--- src/rtl/range_burst_scheduler.sv ---
`default_nettype none
// ============================================================================
//  Module      : range_burst_scheduler
//  Description : Round-robin scheduler that shares one range-finder datapath
//                between NREQ sample-stream requesters. Forms go/finish
//                timing for each burst and returns range, requester ID and
//                sample count on a valid/ready result port.
//  Revision    : 1.0 - initial release
// ============================================================================
module range_burst_scheduler #(
    parameter int WIDTH = 8,
    parameter int NREQ  = 4,
    parameter int IDW   = $clog2(NREQ),
    parameter int CNTW  = 8
) (
    input  logic                  clock,
    input  logic                  reset,
    input  logic [NREQ-1:0]       req_valid,
    input  logic [NREQ*WIDTH-1:0] req_data,
    input  logic [NREQ-1:0]       req_last,
    output logic [NREQ-1:0]       req_ready,
    output logic [WIDTH-1:0]      rf_data,
    output logic                  rf_go,
    output logic                  rf_finish,
    input  logic [WIDTH-1:0]      rf_range,
    input  logic                  rf_error,
    output logic                  res_valid,
    input  logic                  res_ready,
    output logic [WIDTH-1:0]      res_range,
    output logic [IDW-1:0]        res_id,
    output logic [CNTW-1:0]       res_count,
    output logic                  res_error,
    output logic                  busy
);

    typedef enum logic [2:0] {
        S_IDLE   = 3'd0,
        S_FIRST  = 3'd1,
        S_ACTIVE = 3'd2,
        S_FINISH = 3'd3,
        S_RESULT = 3'd4
    } state_t;

    // One extra bit so rr + offset can be wrapped for non-power-of-two NREQ.
    localparam int SW = IDW + 1;

    state_t            state_q, state_d;
    logic [IDW-1:0]    rr_q, rr_d;
    logic [IDW-1:0]    gnt_q, gnt_d;
    logic [WIDTH-1:0]  hold_q, hold_d;
    logic [CNTW-1:0]   cnt_q, cnt_d;
    logic              err_seen_q, err_seen_d;
    logic [WIDTH-1:0]  res_range_q, res_range_d;
    logic [IDW-1:0]    res_id_q, res_id_d;
    logic [CNTW-1:0]   res_count_q, res_count_d;
    logic              res_error_q, res_error_d;

    logic [WIDTH-1:0]  w_data_arr [NREQ];
    logic [WIDTH-1:0]  w_gdata;
    logic              w_in_burst;
    logic              w_acc;
    logic              w_any;
    logic [IDW-1:0]    w_pick;
    logic [SW-1:0]     w_sum;

    generate
        for (genvar i = 0; i < NREQ; i++) begin : g_unpack
            assign w_data_arr[i] = req_data[i*WIDTH +: WIDTH];
        end
    endgenerate

    assign w_gdata    = w_data_arr[gnt_q];
    assign w_in_burst = (state_q == S_FIRST) || (state_q == S_ACTIVE);
    assign w_acc      = w_in_burst && req_valid[gnt_q];

    // Round-robin search: first valid requester at or after the rr pointer.
    always_comb begin
        w_any  = 1'b0;
        w_pick = '0;
        w_sum  = '0;
        for (int k = 0; k < NREQ; k++) begin
            w_sum = SW'(rr_q) + SW'(k);
            if (w_sum >= SW'(NREQ)) begin
                w_sum = w_sum - SW'(NREQ);
            end
            if (!w_any && req_valid[w_sum[IDW-1:0]]) begin
                w_any  = 1'b1;
                w_pick = w_sum[IDW-1:0];
            end
        end
    end

    // State and datapath registers; reset abandons any burst in flight.
    always_ff @(posedge clock or posedge reset) begin
        if (reset) begin
            state_q     <= S_IDLE;
            rr_q        <= '0;
            gnt_q       <= '0;
            hold_q      <= '0;
            cnt_q       <= '0;
            err_seen_q  <= 1'b0;
            res_range_q <= '0;
            res_id_q    <= '0;
            res_count_q <= '0;
            res_error_q <= 1'b0;
        end else begin
            state_q     <= state_d;
            rr_q        <= rr_d;
            gnt_q       <= gnt_d;
            hold_q      <= hold_d;
            cnt_q       <= cnt_d;
            err_seen_q  <= err_seen_d;
            res_range_q <= res_range_d;
            res_id_q    <= res_id_d;
            res_count_q <= res_count_d;
            res_error_q <= res_error_d;
        end
    end

    // Next-state logic: grant, burst feed, result capture, result handoff.
    always_comb begin
        state_d     = state_q;
        rr_d        = rr_q;
        gnt_d       = gnt_q;
        hold_d      = hold_q;
        cnt_d       = cnt_q;
        err_seen_d  = err_seen_q;
        res_range_d = res_range_q;
        res_id_d    = res_id_q;
        res_count_d = res_count_q;
        res_error_d = res_error_q;
        case (state_q)
            S_IDLE: begin
                if (w_any) begin
                    gnt_d      = w_pick;
                    err_seen_d = 1'b0;
                    state_d    = S_FIRST;
                end
            end
            S_FIRST: begin
                if (rf_error) begin
                    err_seen_d = 1'b1;
                end
                if (w_acc) begin
                    hold_d  = w_gdata;
                    cnt_d   = CNTW'(1);
                    state_d = req_last[gnt_q] ? S_FINISH : S_ACTIVE;
                end
            end
            S_ACTIVE: begin
                if (rf_error) begin
                    err_seen_d = 1'b1;
                end
                if (w_acc) begin
                    hold_d = w_gdata;
                    if (cnt_q != '1) begin
                        cnt_d = cnt_q + CNTW'(1);
                    end
                    if (req_last[gnt_q]) begin
                        state_d = S_FINISH;
                    end
                end
            end
            S_FINISH: begin
                res_range_d = rf_range;
                res_error_d = rf_error | err_seen_q;
                res_id_d    = gnt_q;
                res_count_d = cnt_q;
                rr_d        = (gnt_q == IDW'(NREQ - 1)) ? '0 : gnt_q + IDW'(1);
                state_d     = S_RESULT;
            end
            S_RESULT: begin
                if (res_ready) begin
                    state_d = S_IDLE;
                end
            end
            default: begin
                state_d = S_IDLE;
            end
        endcase
    end

    // Outputs: one-hot ready to the granted requester, go only on first accept.
    always_comb begin
        req_ready = '0;
        if (w_in_burst) begin
            req_ready[gnt_q] = 1'b1;
        end
        rf_go     = (state_q == S_FIRST) && w_acc;
        rf_finish = (state_q == S_FINISH);
        rf_data   = w_acc ? w_gdata : hold_q;
        res_valid = (state_q == S_RESULT);
        busy      = (state_q != S_IDLE);
    end

    assign res_range = res_range_q;
    assign res_id    = res_id_q;
    assign res_count = res_count_q;
    assign res_error = res_error_q;

endmodule
`default_nettype wire

--- config.mk ---
export PLATFORM = sky130hd
export DESIGN_NAME = range_burst_scheduler
export DESIGN_NICKNAME = d
export VERILOG_FILES = /design/src/rtl/range_burst_scheduler.sv
export SDC_FILE = /design/constraint.sdc
export NUM_CORES = 1
export LEC_CHECK = 0
export ABC_AREA = 1
export ABC_CLOCK_PERIOD_IN_PS = 2300
export CAP_MARGIN = 20
export CORE_MARGIN = 3
export CORE_UTILIZATION = 40
export DETAILED_ROUTE_END_ITERATION = 7
export GPL_ROUTABILITY_DRIVEN = 0
export PLACE_DENSITY = 0.76
export SLEW_MARGIN = 20
export SYNTH_ARGS = -nofsm -noshare
export SYNTH_HDL_FRONTEND = slang
export SYNTH_SLANG_ARGS = --single-unit
--- constraint.sdc ---
create_clock -name clock -period 2.3 [get_ports clock]
set_input_delay 0.23 -clock clock [delete_from_list [all_inputs] [get_ports clock]]
set_output_delay 0.23 -clock clock [all_outputs]
set_load 0.05 [all_outputs]
==> results of run 1 <==
## layout make-up
| type | instances | area, µm² | area share |
|---|---|---|---|
| clock buffers | 5 | 68.8 | 0.0186 |
| clock inverters | 2 | 37.5 | 0.0101 |
| inverters | 36 | 135 | 0.0364 |
| multi-input cells | 246 | 1310 | 0.354 |
| flip-flops and latches | 43 | 1080 | 0.290 |
| well taps | 75 | 93.8 | 0.0253 |
| repair buffers | 97 | 986 | 0.266 |
## sequential cells by signal, summed over array words and instances (netlist names)
register,count
hold_q,8
res_id,2
res_range,8
rr_q,2
gnt_q,2
res_count,8
cnt_q,8
res_error,1
err_seen_q,1
state_q,3
## metrics by stage
step / std cells / cell area (µm²) / hold WS (ns) / power (mW) / setup WS [ns]
final: 504 / 3710 / 0.368 / 5.86 / 0.110
after global routing: 504 / 3710 / 0.421 / 6.27 / 0.00721
after CTS: 501 / 3680 / 0.384 / 5.83 / 0.0382
after detailed placement: 494 / 3580 / 0.466 / 5.24 / 0.174
after global placement: 494 / 3580 / 0.461 / 5.16 / 0.221
after floorplan: 338 / 2590 / 0.340 / 4.07 / 0.122
## metal layers
metal | vias up | wire, µm | global-route usage
met1 | 1190 | 3130 | 0.242
met5 | - | 0 | 0
met2 | 64 | 3350 | 0.321
li1 | 1276 | - | -
met4 | 0 | 64 | 0.0482
met3 | 6 | 490 | 0.0637
## power by group through the flow
| stage | Sequential, mW | Clock, mW | Combinational (mW) |
|---|---|---|---|
| 2_1_floorplan | 1.67 | 0 | 2.40 |
| 3_3_place_gp | 1.28 | 0 | 3.88 |
| 3_5_place_dp | 1.28 | 0 | 3.96 |
| 4_1_cts | 1.27 | 0.593 | 3.97 |
| 5_1_grt | 1.31 | 0.631 | 4.32 |
| 6_report | 1.27 | 0.582 | 4.00 |
## cell families after synthesis
kind of cell,count (synthesis),synth area share
compound gates,54,0.111
simple gates,168,0.276
flops,43,0.415
buf+inv,49,0.0796
xor+xnor,3,0.0101
mux,16,0.0839
fa+ha+maj,5,0.0241
## cells in the final DEF, fill, tap and decap left out, types with 5 or more instances in the layout
cell type,netlist,routed
buf_12,0,6
buf_4,1,19
clkbuf_8,0,5
clkdlybuf4s50_1,0,71
dfrtp_1,43,43
ha_1,5,5
inv_1,35,34
mux2_2,6,6
mux2_4,10,10
nand2_1,102,102
nand3_1,20,20
nand4_1,6,6
nor2_1,29,29
o21ai_0,38,38
o22ai_1,9,9
## worst max path at each step
stage                             from    endpoint  slack, ns  cells after the start
after CTS                   state_q[0]  rf_data[5]       0.04                      6
after global routing        state_q[0]  rf_data[7]      0.007                      6
after detailed placement  req_valid[2]  rf_data[5]       0.17                      6
after global placement    req_valid[2]  rf_data[4]       0.22                      6
after floorplan             state_q[0]  state_q[1]       0.12                      4
final                       state_q[0]  rf_data[5]       0.11                      6
## what timing repair did
action,CTS,global route
gates resized for setup,0,1
setup buffers,0,3
endpoints found under the setup margin,0,9
## worst register-to-register path, delay by kind of cell, from the launching register on
family,cells,cell delay [ns]
and+or+nand+nor,5,0.71
DFF,1,0.46
buffers and inverters,2,0.44
AOI/OAI and AO/OA,2,0.26
==> results by stage, run 1 <==
Run status:
- The run finished with clean final reports.

Critical path:
- The worst register-to-register path ends at cnt_q[4].
- Of all nets on the critical path, the largest fanout is 11.
- The critical path is of the reg2out type.
- The cell family contributing the most delay on the critical path is simple AND/OR/NAND/NOR gates.
- The critical register-to-register path startpoint is state_q[0].
- The worst setup path is launched from a flop.
- The largest incremental delay on the critical path is 0.46 ns.
- In this run the register-to-register setup slack is 0.38 ns.
- Measured in cells, the most critical reg-to-reg path has a length of 9.
- The highest-delay cell along the critical path is dfrtp_1.
- The signal on the critical path passes through nor2_2 -> nand2_2 -> nand2_4 -> nand3_4 -> mux2_4 -> buf_4.
- The kind of capture point of the worst setup path is an output pin.
- The number of buffer and inverter stages on the critical path is 1.
- The arrival time reported for the critical path endpoint is 1.96 ns.
- The endpoint required time on the critical path is 2.07 ns.

Global routing:
- The first global-routing pass estimated 11.6 mm of wire.
- The total congestion overflow after global routing is 0.
- Entering global routing, the biggest net connects 44 pins.
- The number of global-route vias before repair was 2493.
- In the global route stage, overall resource usage came out at 0.193.
- The initial antenna violation count is 0.

Power:
- The ratio of total power to cell area is 1580 nW/µm².
- The share of total power dissipated in the clock network is 0.099.
- The worst vdd rail ir drop is 1.17 mV.
- The share of total power dissipated in sequential elements is 0.218.
- The part of the total power dissipated in combinational logic is 0.683.
- The analysis attributes to cell leakage a power of 1.78 nW.
- Of the total power, the share spent switching nets is 0.512.
- For this design the total switching power over the nets is 3.00 mW.
- The internal power component is 2.86 mW.

Yosys:
- Ranked by instance count, the synthesized netlist is headed by nand2_1 (102), dfrtp_1 (43), o21ai_0 (38).
- The post-synth design cell area is 2590 µm².
- After synthesis the netlist holds a flip-flop and latch count of 43.
- After synthesis, the cell types taking the most area are dfrtp_1 (41%), nand2_1 (15%), o21ai_0 (7.3%).
- The most used standard cell by instance count after synthesis is nand2_1.
- dfrtp_1 takes more of the synthesized area than any other cell.
- The fraction of the yosys area taken by sequential cells is 0.415.
- The yosys synthesis warning count is 0.
- The unique cell type count in the Yosys netlist is 27.
- The cell count after synthesis came out at 338.
- The synthesized design contains 0 enable-type register cells.
- In the synthesized netlist the async set-or-reset flop fraction comes to 1.00.
- The net count after synthesis is 395.
- The mean instance size in the synthesized netlist is 7.67 µm².
- The top-area cell type share of the netlist area is 0.415.
- The top flip-flop cell by instance count after synthesis is dfrtp_1.

Floorplanning:
- The die outline width is 86.5 µm.
- The initial core utilization is 0.425.
- The die extent in y is 86.5 µm.
- The full die area is 7490 µm².
- During I/O placement, the number of pins put on the boundary was 87.
- The number of placement rows is 28.
- The floorplan step defined a core boundary enclosing 6100 µm².

Hold path:
- The path type of the worst min-delay path is in2async.

Clocking:
- Clock-pin slew was measured on the worst setup and hold paths at 0.08 ns.
- The number of clock buffers added by TritonCTS is 5.
- Counting along the longest clock path gives a buffer depth of 2.
- The number of H-tree levels is 2.
- The root buffer cell is clkbuf_8.
- After clock tree synthesis, the flow added hold-fix buffers numbering 0.
- The worst-skew pair later-pin latency is 0.30 ns.
- The TritonCTS clock tree is done.
- The number of sinks on the clock net is 43.

STA:
- The final setup violation count is 0.
- The number of slew-limit violations in the final report was 0.
- Headroom to the max-slew limit came out at 0.635.
- The post-route clock period utilization is 0.952.
- Counting I/O delays and the setup requirement, the final critical path takes 2.19 ns.
- The number of endpoints with negative hold slack in the final report was 0.
- The slew at the pin with the worst max-slew slack is 0.546 ns.
- The clock skew is 0.00826 ns.
- The post-route setup TNS is 0 ns.
- The maximum clock frequency is 457 MHz.
- Setup repair after global routing left no endpoint under its margin.

Route:
- Using the TritonRoute via totals, the vias-per-cell ratio works out to 5.03.
- The post-route DRC violation count is 0.
- The detail-routed net length per standard cell is 14.0 µm.
- The number of DRC violations after detailed-routing iteration 0 is 150.
- The number of nets with antenna violations after detailed routing is 0.
- Across all layers, the routed design uses 2536 vias.
- For this run, the detailed router's first-pass iteration total came to 4.
- The final routed wirelength across all metal layers is 7.03 mm.

Job:
- The tool flagged a number of max-cap violations equal to 0.

Placement:
- During placement, the flow inserted port buffers numbering 86.
- Summed over all nets, the half-perimeter wirelength after detailed placement is 5.14 mm.

Cells and area:
- Measured on the finished design, the core utilization comes to 0.608.
- The final layout net count is 486.
- Relative to the synthesized area, the layout overhead comes to 43.0%.
- The repair_antennas step left the layout with diodes totalling 0.
- The layout has 558 filler cells.
- Of the cells placed in the final design, the portion with a size suffix greater than 1 is 0.133.
(Power assumes the default switching activity.)
==> run 2, diff against run 1 <==
--- a/config.mk
+++ b/config.mk
@@ -9,10 +9,11 @@
 export ABC_CLOCK_PERIOD_IN_PS = 2300
 export CAP_MARGIN = 20
 export CORE_MARGIN = 3
-export CORE_UTILIZATION = 40
+export CORE_UTILIZATION = 50
+export CTS_CLUSTER_DIAMETER = 40
 export DETAILED_ROUTE_END_ITERATION = 7
 export GPL_ROUTABILITY_DRIVEN = 0
-export PLACE_DENSITY = 0.76
+export PLACE_DENSITY = 0.91
 export SLEW_MARGIN = 20
 export SYNTH_ARGS = -nofsm -noshare
 export SYNTH_HDL_FRONTEND = slang
==> results by stage, run 2 (synthesis results as in run 1) <==
Critical path:
- At the worst endpoint, the required time is 2.07 ns.
- Data arrives at the worst endpoint at 1.98 ns.
- The critical path in this run is classified as reg2out.
- The critical path startpoint category is a flop.
- The cell count of the worst reg-to-reg path is 9.
- The largest fanout on the critical path is 12.
- The kind of capture point of the worst setup path is an output pin.
- The register-to-register setup slack is 0.36 ns.
- In this run the critical register-to-register path is launched from state_q[1].
- In this run the critical register-to-register path is captured at cnt_q[1].

Cells and area:
- The most frequent standard cell in the layout excluding fill and tap cells is nand2_1.
- In the final layout, the multi-input gates occupy 1310 µm².
- Relative to the synthesized area, the layout overhead comes to 41.6%.
- The final layout contains 486 nets.
- The number of diodes added for antenna fixing is 0.
- Leaving out fill and tap cells, the most frequent cells in the layout are nand2_1 (102), clkdlybuf4s50_1 (72), dfrtp_1 (42).
- After filler insertion, the fill cell instance count of the layout stands at 383.
- Summing all flip-flop and latch instances after layout gives 1080 µm².
- Of the cells placed in the final design, the portion with a size suffix greater than 1 is 0.135.

Route:
- The number of iterations in the first detailed-routing pass is 5.
- After detailed routing, the number of remaining DRC violations is 0.
- In this run the remaining antenna-violating nets after routing total 0.
- The number of DRC violations after detailed-routing iteration 0 is 174.
- The total number of vias is 2573.
- The routed via count divided by cell count is 5.18.
- The detail-routed net length per standard cell is 14.5 µm.
- For this block, the routed nets add up to 7.20 mm of wire.

STA:
- The number of endpoints with negative hold slack in the final report is 0.
- Clock skew on the completed layout was measured at 0.00808 ns.
- Setup repair after global routing left no endpoint under its margin.
- The post-route clock period utilization is 0.959.
- Timing would allow up to 453 MHz.
- The relative max-transition margin is 0.474.
- The slew at the pin with the worst max-slew slack is 0.784 ns.
- The number of slew-limit violations in the final report is 0.
- After routing, the total negative slack on setup checks comes to 0 ns.
- Setup violations remaining at the end of the flow were counted as 0.
- The final critical delay including setup and external delays is 2.21 ns.

Global routing:
- The number of global-route vias before repair is 2607.
- The global-route usage over all layers is 0.245.
- For this run the aggregate overflow at the end of global routing stands at 0.
- The first global-routing pass estimated 11.9 mm of wire.
- The initial antenna violation count came to 0.
- Entering global routing, the biggest net connects 31 pins.

Clocking:
- The maximum clock path buffer count is 2.
- The number of sinks on the clock net is 43.
- In this run, post-CTS hold repair placed 0 buffers.
- The number of H-tree levels is 2.
- The clock reaches the later pin of the worst-skew pair after 0.30 ns.
- The TritonCTS clock tree is done.
- The root buffer cell is clkbuf_8.
- Clock-pin slew was measured on the worst setup and hold paths at 0.08 ns.
- The number of buffers created by CTS is 5.

Placement:
- The sum of net half-perimeters after detailed placement is 5.36 mm.
- Port buffering added 86 buffers.

Power:
- The standby leakage power is 1.76 nW.
- The worst vdd rail ir drop is 1.20 mV.
- The total power is 5.76 mW.
- The ratio of total power to cell area is 1570 nW/µm².

Floorplanning:
- The floorplan has 25 rows.
- The die covers 6090 µm².
- For this configuration, the core starts out at a cell density of 0.532.
- The die outline width is 78.0 µm.
- The region available for standard cell placement spans 4880 µm².
- The die is 78.0 µm tall.
- 87 I/O pins were placed.

Run status:
- The flow ran to the end, and the final reports show no timing, DRC or antenna violations.

Hold path:
- The path type of the worst min-delay path is in2async.

Job:
- The tool flagged a number of max-cap violations equal to 0.
[run 2: power by group]
| group | internal, mW | total [mW] | switching (mW) |
|---|---|---|---|
| Combinational | 1.45 | 3.97 | 2.52 |
| Clock | 0.246 | 0.505 | 0.259 |
| Sequential | 1.05 | 1.28 | 0.229 |
[run 2: stage by stage]
stage	setup slack (ns)	std cells	hold WS, ns	util	instance area [µm²]
CTS	0.0466	495	0.299	0.749	3660
finish	0.0941	497	0.281	0.753	3670
floorplan	0.122	338	0.340	-	2590
global placement	0.228	487	0.461	0.730	3560
global route	0.000292	497	0.336	0.753	3670
detailed placement	0.159	487	0.464	0.730	3560
[run 2: area by class of cell]
cell class | count | share of cell area
clock buffers | 7 | 0.0235
clock inverters | 1 | 0.00238
inverters | 36 | 0.0368
multi-input cells | 246 | 0.357
flip-flops and latches | 43 | 0.293
well taps | 67 | 0.0228
repair buffers | 97 | 0.264
[run 2: worst max-delay path by stage]
stage | to | cells after the start | from
after floorplan | state_q[1] | 4 | state_q[0]
after global placement | rf_data[7] | 6 | req_valid[2]
after detailed placement | rf_data[7] | 6 | req_valid[2]
after CTS | rf_data[7] | 6 | gnt_q[1]
after global routing | rf_data[5] | 6 | gnt_q[0]
final | rf_data[7] | 6 | state_q[1]
[run 2: per-layer routing]
layer  track usage  vias up  share of wire  wire, µm
li1              -     1276              -         -
met1         0.291     1188           0.40      2900
met2         0.429       90           0.50      3610
met3        0.0654       19          0.067       485
met4        0.0822        0          0.027       197
met5             0        -              0         0
[run 2: critical path, cell delays in order, from the launching register on]
cell and delay, ns:
dfrtp_1 0.44, inv_1 0.15, nand3_2 0.16, nand2_4 0.14, nand3_4 0.21, mux2_4 0.37, buf_4 0.19
[run 2: what timing repair did]
action	4_1_cts	5_1_grt
gates resized for setup	0	1
buffers inserted	0	2
setup endpoints to repair	0	8
